--- src/rtl/serial_addr_decoder.sv ---
// Serial slave-address decoder: shifts an LSB-first address in while A_ADD/B_UTIL qualify it,
// then drives a one-hot registered select until SEL_CLR. Optional feature macro: ADDR_PARITY_EN.
module serial_addr_decoder #(
    parameter int ADDR_WIDTH = 2,
    parameter int NUM_SLAVES = 3
) (
    input  logic                  CLK,
    input  logic                  RSTN,
    input  logic                  A_ADD,
    input  logic                  B_UTIL,
    input  logic                  B_BUS_OUT,
    input  logic                  SEL_CLR,
    output logic [NUM_SLAVES-1:0] AD_SEL,
    output logic                  ADDR_VALID,
    output logic                  ADDR_ERR,
    output logic                  BUSY,
    output logic [1:0]            STATE_DBG
);

    typedef enum logic [1:0] {
        IDLE  = 2'd0,
        SHIFT = 2'd1,
        HOLD  = 2'd2
    } state_t;

`ifdef ADDR_PARITY_EN
    localparam int NBITS = ADDR_WIDTH + 1;
`else
    localparam int NBITS = ADDR_WIDTH;
`endif
    localparam int CW = $clog2(ADDR_WIDTH + 1);
    localparam logic [CW-1:0] LAST_IDX = CW'(NBITS - 1);

    state_t                  state_q, state_d;
    logic [NBITS-1:0]        sreg_q, sreg_d;
    logic [CW-1:0]           cnt_q, cnt_d;
    logic [NUM_SLAVES-1:0]   ad_sel_q, ad_sel_d;
    logic                    addr_valid_q, addr_valid_d;
    logic                    addr_err_q, addr_err_d;

    logic [NBITS-1:0]        base_sreg, cap_sreg;
    logic [CW-1:0]           base_cnt;
    logic [ADDR_WIDTH-1:0]   addr;
    logic [NUM_SLAVES-1:0]   match;
    logic                    parity_ok;

    // Valid/ready-free handshake: a bit is consumed on every edge where A_ADD and B_UTIL are both
    // high while not in HOLD; SEL_CLR is only meaningful in HOLD.
    always_comb begin
        state_d      = state_q;
        sreg_d       = sreg_q;
        cnt_d        = cnt_q;
        ad_sel_d     = ad_sel_q;
        addr_valid_d = 1'b0;
        addr_err_d   = 1'b0;

        // An IDLE-cycle sample lands in bit 0 of a freshly cleared register.
        base_sreg = (state_q == IDLE) ? '0 : sreg_q;
        base_cnt  = (state_q == IDLE) ? '0 : cnt_q;
        cap_sreg  = base_sreg;
        for (int i = 0; i < NBITS; i++) begin
            if (base_cnt == CW'(i)) begin
                cap_sreg[i] = B_BUS_OUT;
            end
        end
        addr = cap_sreg[ADDR_WIDTH-1:0];
`ifdef ADDR_PARITY_EN
        parity_ok = ~(^cap_sreg);
`else
        parity_ok = 1'b1;
`endif
        match = '0;
        for (int i = 0; i < NUM_SLAVES; i++) begin
            match[i] = (addr == ADDR_WIDTH'(i + 1));
        end

        case (state_q)
            IDLE, SHIFT: begin
                if (!A_ADD) begin
                    if (state_q == SHIFT) begin
                        state_d  = IDLE;
                        sreg_d   = '0;
                        cnt_d    = '0;
                        ad_sel_d = '0;
                    end
                end else begin
                    state_d = SHIFT;
                    sreg_d  = base_sreg;
                    cnt_d   = base_cnt;
                    if (B_UTIL) begin
                        if (base_cnt == LAST_IDX) begin
                            sreg_d   = '0;
                            cnt_d    = '0;
                            ad_sel_d = '0;
                            state_d  = IDLE;
                            if (!parity_ok) begin
                                addr_err_d = 1'b1;
                            end else if (addr == '0) begin
                                state_d = IDLE;
                            end else if (match == '0) begin
                                addr_err_d = 1'b1;
                            end else begin
                                ad_sel_d     = match;
                                addr_valid_d = 1'b1;
                                state_d      = HOLD;
                            end
                        end else begin
                            sreg_d = cap_sreg;
                            cnt_d  = base_cnt + CW'(1);
                        end
                    end
                end
            end
            HOLD: begin
                if (SEL_CLR) begin
                    ad_sel_d = '0;
                    state_d  = IDLE;
                end
            end
            default: begin
                state_d  = IDLE;
                sreg_d   = '0;
                cnt_d    = '0;
                ad_sel_d = '0;
            end
        endcase
    end

    always_ff @(posedge CLK) begin
        if (!RSTN) begin
            state_q      <= IDLE;
            sreg_q       <= '0;
            cnt_q        <= '0;
            ad_sel_q     <= '0;
            addr_valid_q <= 1'b0;
            addr_err_q   <= 1'b0;
        end else begin
            state_q      <= state_d;
            sreg_q       <= sreg_d;
            cnt_q        <= cnt_d;
            ad_sel_q     <= ad_sel_d;
            addr_valid_q <= addr_valid_d;
            addr_err_q   <= addr_err_d;
        end
    end

    assign AD_SEL     = ad_sel_q;
    assign ADDR_VALID = addr_valid_q;
    assign ADDR_ERR   = addr_err_q;
    assign BUSY       = (state_q != IDLE);
    assign STATE_DBG  = state_q;

endmodule

--- config.mk ---
export PLATFORM = sky130hd
export DESIGN_NAME = serial_addr_decoder
export DESIGN_NICKNAME = d
export VERILOG_FILES = /design/src/rtl/serial_addr_decoder.sv
export SDC_FILE = /design/constraint.sdc
export NUM_CORES = 1
export LEC_CHECK = 0
export BUFFER_PORTS_ARGS = -buffer_cell sky130_fd_sc_hd__buf_4
export CORE_AREA = 3 3 44 46
export DETAILED_ROUTE_END_ITERATION = 7
export DIE_AREA = 0 0 47 49
export GPL_TIMING_DRIVEN = 0
export PLACE_DENSITY_LB_ADDON = 0.12
export SYNTH_ARGS = -nofsm -noshare
export SYNTH_HDL_FRONTEND = slang
export SYNTH_SLANG_ARGS = --single-unit
--- constraint.sdc ---
create_clock -name CLK -period 1.5 [get_ports CLK]
set_clock_uncertainty 0.2 [all_clocks]
set_input_delay 0.15 -clock CLK [delete_from_list [all_inputs] [get_ports CLK]]
set_output_delay 0.15 -clock CLK [all_outputs]
set_load 0.02 [all_outputs]
# Word level (Yosys, flattened, before mapping)
# Cells that the tools add are included.
[totals]
regBits = 11
in_bits = 6
[op_classes]
n_addsub = 1
n_eq_ne = 10
muxes = 30
bitwise = 6
n_reduce_logical = 10
[op_table]
columns = ["op", "count"]
rows = [
  ["2-bit two-way mux", 15],
  ["3-bit two-way mux", 7],
  ["2-bit one-hot mux with 2 select lines", 3],
  ["3-bit != test, second input constant", 3],
  ["2-bit by 1-bit == test with 1-bit output, second input constant", 3],
  ["2-bit == test, second input constant", 3],
  ["2-bit zero test", 3],
  ["1-bit inverter", 6],
  ["3-bit one-hot mux with 2 select lines", 1],
  ["6-bit OR reduction", 1],
  ["1-bit two-way mux", 4],
  ["2-bit AND reduction", 2],
  ["4-bit AND reduction", 1],
  ["3-bit zero test", 1],
  ["2-bit by 1-bit adder with 2-bit output, second input constant", 1],
  ["2-bit != test, second input constant", 1],
  ["2-bit nonzero test", 1],
  ["2-bit OR reduction", 1],
]

# Longest topological paths before layout
[logic_depth]
word_depth = 12
depth_mapped = 5
depth_no_buf = 4

# Worst setup path after synthesis
# OpenSTA, ideal clock, no wires.
[synth_path]
kind = "register to register"
start = "register state_q[0], in the netlist STATE_DBG[0]"
end = "register ad_sel_q[1], in the netlist AD_SEL[1]"
setup_ps = 117
t_arrival_ps = 1306
required_time_ps = 1183
setup_slack_ps = -124
path_stages_with_launch = 6
path_buffers = 1
synth_period_minus_slack_ps = 1624
path_cell_list = "dfxtp_1 buf_6 inv_2 o31a_1 o21a_1 a32o_1"
[synth_via]
elab_chain_len = 12
elab_cells_between_ends = 26
[synth_lines]
columns = ["item", "line_no", "source"]
rows = [
  ["start, declared", "34", "state_t state_q, state_d;"],
  ["start signal, assigned", "138", "state_q <= state_d;"],
  ["2-bit zero test", "58, 59, 77", ""],
  ["2-bit two-way mux", "59", "base_cnt = (state_q == IDLE) ? '0 : cnt_q;"],
  ["2-bit by 1-bit == test with 1-bit output / 2-bit zero test (equally long branches)", "62, 91", ""],
  ["1-bit two-way mux", "62", "if (base_cnt == CW'(i)) begin"],
  ["2-bit by 1-bit == test with 1-bit output / 2-bit == test (equally long branches)", "74", "match[i] = (addr == ADDR_WIDTH'(i + 1));"],
  ["3-bit zero test", "100", "end else if (match == '0) begin"],
  ["3-bit two-way mux", "100", ""],
  ["3-bit two-way mux", "98", "end else if (addr == '0) begin"],
  ["3-bit two-way mux", "91", "if (base_cnt == LAST_IDX) begin"],
  ["3-bit two-way mux", "90", "if (B_UTIL) begin"],
  ["3-bit two-way mux", "79", "if (!A_ADD) begin"],
  ["3-bit one-hot mux with 2 select lines", "77", "case (state_q)"],
  ["end signal, assigned", "141", "ad_sel_q <= ad_sel_d;"],
  ["end, declared", "37", "logic [NUM_SLAVES-1:0] ad_sel_q, ad_sel_d;"],
]
# Several ways; a longest one is shown, not always the timed one. The select of a mux whose other input is x is not followed.
# A chain may end at the register's enable or synchronous reset.

# Worst setup path after layout
[layout_path]
start = "register cnt_q[1]"
end = "register ad_sel_q[2], in the netlist AD_SEL[2]"
[layout_via]
elab_chain_len = 11
elab_cells_between_ends = 18
[layout_lines]
columns = ["item", "line_no", "source"]
rows = [
  ["start, declared", "36", "logic [CW-1:0] cnt_q, cnt_d;"],
  ["start signal, assigned", "140", "cnt_q <= cnt_d;"],
  ["2-bit two-way mux *", "59", ""],
  ["2-bit by 1-bit == test with 1-bit output / 2-bit zero test (equally long branches)", "62, 91", ""],
  ["1-bit two-way mux", "62", ""],
  ["2-bit by 1-bit == test with 1-bit output / 2-bit == test (equally long branches)", "74", ""],
  ["3-bit zero test", "100", ""],
  ["3-bit two-way mux", "100", ""],
  ["3-bit two-way mux", "98", ""],
  ["3-bit two-way mux", "91", ""],
  ["3-bit two-way mux", "90", ""],
  ["3-bit two-way mux", "79", ""],
  ["3-bit one-hot mux with 2 select lines", "77", ""],
]
# Mark *: on every way between the ends. The rest lies on a longest branch, timed or not. The select of a mux whose other input is x is not followed.

==> PnR_summary.wiki <==
{| class="wikitable"
! Metric !! Value
|-
| Result of the run || finished clean
|-
| Required time of the critical path || around 1.5 ns
|-
| Number of primary I/O pins || 14
|-
| Std-Cell Rows || 14
|-
| Area of the core || between 1500 and 2000 µm²
|-
| Seq cells post-synth || 11
|-
| Number of CTS-inserted buffers || 3
|-
| Yosys warnings || 0
|-
| Setup Viol. Count Final || 0
|-
| Max-cap viol count || 0
|-
| Start of the worst register-to-register path || cnt_q[1]
|-
| Via count of the first global-routing pass || roughly 440
|-
| Effective utilization at floorplan || 0.347
|-
| Clk sink count || 11
|-
| Proportion of power drawn by flip-flops and latches || 0.475
|-
| Inst Count DP || 82
|-
| Data arrival time at the worst-slack endpoint || 1.46 ns
|-
| Kind of end point of the critical path || register
|-
| Number of vias per cell after detailed routing || a little over 5
|-
| Hold Path Sink || sreg_q[1]
|-
| Final total negative setup slack || 0 ns
|-
| Deepest level of the CTS H-tree || 1
|-
| Final global-route overflow total || 0
|-
| Later-pin clock latency in the skew report || about 0.27 ns
|-
| Kind of critical path || reg2reg
|-
| Drt first-iter violations || 5
|-
| Leakage || 0.329 nW
|-
| Maximum number of pins on one net before global-route repair || 12
|-
| Post-synth top area cell || sky130_fd_sc_hd__dfxtp_1
|-
| Count of antenna diodes in the layout || 0
|-
| Number of max-slew violations in the final report || 0
|-
| DRT Pass-1 Iters || 3
|-
| Global route hottest layer || met1
|-
| Largest driver fanout on the critical path || 4
|-
| Gate count after technology mapping || 54
|-
| Number of non-filler instances in the completed layout || 92
|-
| Total standard cell area after synthesis || roughly 540 µm²
|-
| Startpoint types || register
|-
| Nets@finish || 83
|-
| Number of hold violations in the final report || 0
|-
| Post-route clock period utilization || 0.997
|-
| Period minus WS final || roughly 1.5 ns
|-
| Net switching share of the total power || 0.285
|-
| Synth area leaders || sky130_fd_sc_hd__dfxtp_1, sky130_fd_sc_hd__a32o_1, sky130_fd_sc_hd__mux2i_1
|-
| Met2 track utilization from global routing || 0.158
|-
| Height of the die || 49 µm
|-
| Reg clk slew, reported paths || around 0.080 ns
|-
| Register-to-register setup slack || ~0.0043 ns
|-
| Area share of the leading cell type in the synthesized netlist || 0.411
|-
| Fraction of final layout cells sized beyond drive strength 1 || 0.474
|-
| Worst-case clock buffer depth || 2
|-
| FF-to-FF End || AD_SEL[2]
|-
| Clock tree from TritonCTS || built
|-
| Antenna violations before repair || 0
|-
| Logic pwr share || 0.204
|-
| Post-synthesis average cell area || ~9.9 µm²
|-
| Unique masters post-synth || 31
|-
| PortBufs || 12
|-
| Unrepaired setup endpoints after global routing || true
|-
| Synthesis-to-finish area growth || 43.0%
|-
| Gpl congestion || between 0.6 and 0.7
|-
| Sequential share of the synthesized area || 0.411
|-
| Post-route antenna net violation count || 0
|-
| Cell at the root of the clock tree || sky130_fd_sc_hd__clkbuf_4
|-
| Share of total power in the clock network || 0.321
|-
| Area of the die || between 2000 and 2500 µm²
|-
| Overall fraction of global-route tracks in use || 0.121
|-
| Aggregate routed wire length || 1.26 mm
|-
| Number of cells on the worst hold path || 3
|-
| Layout Cell Area excl Fill || 766 µm²
|-
| Placed Area || roughly 660 µm²
|-
| Hold Path Origin || RSTN
|-
| Detailed-route via count || ~470
|-
| Width of the die || between 40 and 50 µm
|-
| Internal power consumption || around 0.00047 W
|-
| Cells on worst reg2reg path || 3
|-
| Class of the most critical hold timing path || in2reg
|-
| Peak supply drop || between 0.4 and 0.5 mV
|-
| Average wire per standard cell || between 10 and 15 µm
|-
| Met3 routing resource usage after global routing || 0.0258
|-
| Switching component of the power || about 0.00019 W
|-
| Wire length of the first global-routing pass || between 2 and 2.5 mm
|-
| Global Route met1 Usage || 0.177
|-
| Remaining design rule violation count || 0
|-
| Highest attainable clock frequency || between 0.6 and 0.7 GHz
|-
| Synthesized Nets || 60
|-
| P per Cell Area || 857 nW/µm²
|}
## power groups by stage
| stage | clock (W) | combinational, W | sequential [W] |
|---|---|---|---|
| floorplan | 0 | 0.0000691 | 0.000321 |
| global placement | 0 | 0.000111 | 0.000316 |
| detailed placement | 0 | 0.000111 | 0.000316 |
| CTS | 0.000217 | 0.000112 | 0.000316 |
| global route | 0.000226 | 0.000145 | 0.000313 |
| finish | 0.000211 | 0.000134 | 0.000311 |
## timing repair
action                                 in CTS  in global routing
endpoints found under the hold margin       1                  0
pin swaps                                   2                  3
setup endpoints to repair                   6                  5
buffers inserted                            1                  5
hold buffers                                1                  0
gates resized for setup                     4                  7
## routing by layer
metal / up-vias / routed length (µm)
li1: 245 / -
met2: 10 / 546
met4: 0 / 14
met1: 210 / 608
met5: - / 0
met3: 2 / 84
## state kept, by name (all words and copies together), names as in the netlist
name	count
ADDR_ERR	1
ADDR_VALID	1
AD_SEL	3
STATE_DBG	2
cnt_q	2
sreg_q	2
## metrics by stage
step | hold WS, ns | power, W | setup slack [ns] | util
CTS | 0.0396 | 0.000646 | 0.000173 | 0.457
floorplan | 0.121 | 0.000390 | -0.00471 | -
finish | 0.0417 | 0.000656 | 0.00429 | 0.497
global route | 0.0771 | 0.000685 | -0.0222 | 0.497
detailed placement | 0.226 | 0.000427 | -0.112 | 0.427
global placement | 0.225 | 0.000427 | -0.0949 | 0.427
## placed cells by master, fill, tap and decap left out, types with 3 or more instances in the layout
master	n
sky130_fd_sc_hd__dfxtp_1	7
sky130_fd_sc_hd__dfxtp_4	4
sky130_fd_sc_hd__buf_4	18
sky130_fd_sc_hd__nand2_1	3
sky130_fd_sc_hd__clkbuf_4	3
sky130_fd_sc_hd__nor2_1	3
## kinds of logic (layout without fill, tap and decap cells)
logic type,Yosys count,count (layout),share of synthesized area
xor gates and xnor gates,1,1,0.0164
and+or+nand+nor,18,18,0.199
muxes,3,3,0.0654
other,1,1,0.00700
DFF,11,11,0.411
buffers and inverters,4,26,0.0420
AOI/OAI and AO/OA,16,16,0.259
## layout make-up
cell class              instances  area [µm²]
plain buffers                   1        3.75
inverters                       2        7.51
fillers                       155         776
well taps                      16        20.0
repair buffers                 19         145
flip-flops and latches         11         235
multi-input cells              39         328
clock buffers                   4        26.3
## synth_stat cells, drive strengths merged
cell	n
xnor2	1
buf	1
and3	1
a211oi	1
and4	1
a21oi	2
inv	2
conb	1
nor3b	2
clkbuf	1
nand3	1
o2bb2ai	1
o211a	1
mux2	1
o31a	2
o221a	1
o21a	2
nand3b	1
nor2	5
and2	2
a32o	2
dfxtp	11
o22ai	2
a22oi	1
mux2i	2
nand2	3
nor2b	2
a21boi	1
## worst max-delay path, cell delays in order (launching register included)
cell and delay [ns]:
sky130_fd_sc_hd__dfxtp_4 0.38, sky130_fd_sc_hd__o22ai_4 0.21, sky130_fd_sc_hd__mux2_4 0.35, sky130_fd_sc_hd__a32o_1 0.25
## worst max-delay path by stage
| stage | end | cells past startpoint | startpoint | slack [ns] |
|---|---|---|---|---|
| after floorplan | AD_SEL[1] | 5 | STATE_DBG[0] | -0.005 |
| after global placement | AD_SEL[1] | 4 | cnt_q[0] | -0.09 |
| after detailed placement | AD_SEL[1] | 4 | cnt_q[0] | -0.11 |
| after CTS | AD_SEL[2] | 4 | STATE_DBG[0] | 0.0002 |
| after global routing | AD_SEL[2] | 4 | STATE_DBG[0] | -0.02 |
| final | AD_SEL[2] | 3 | cnt_q[1] | 0.004 |
Note: power is estimated with default switching activity, not from simulation.
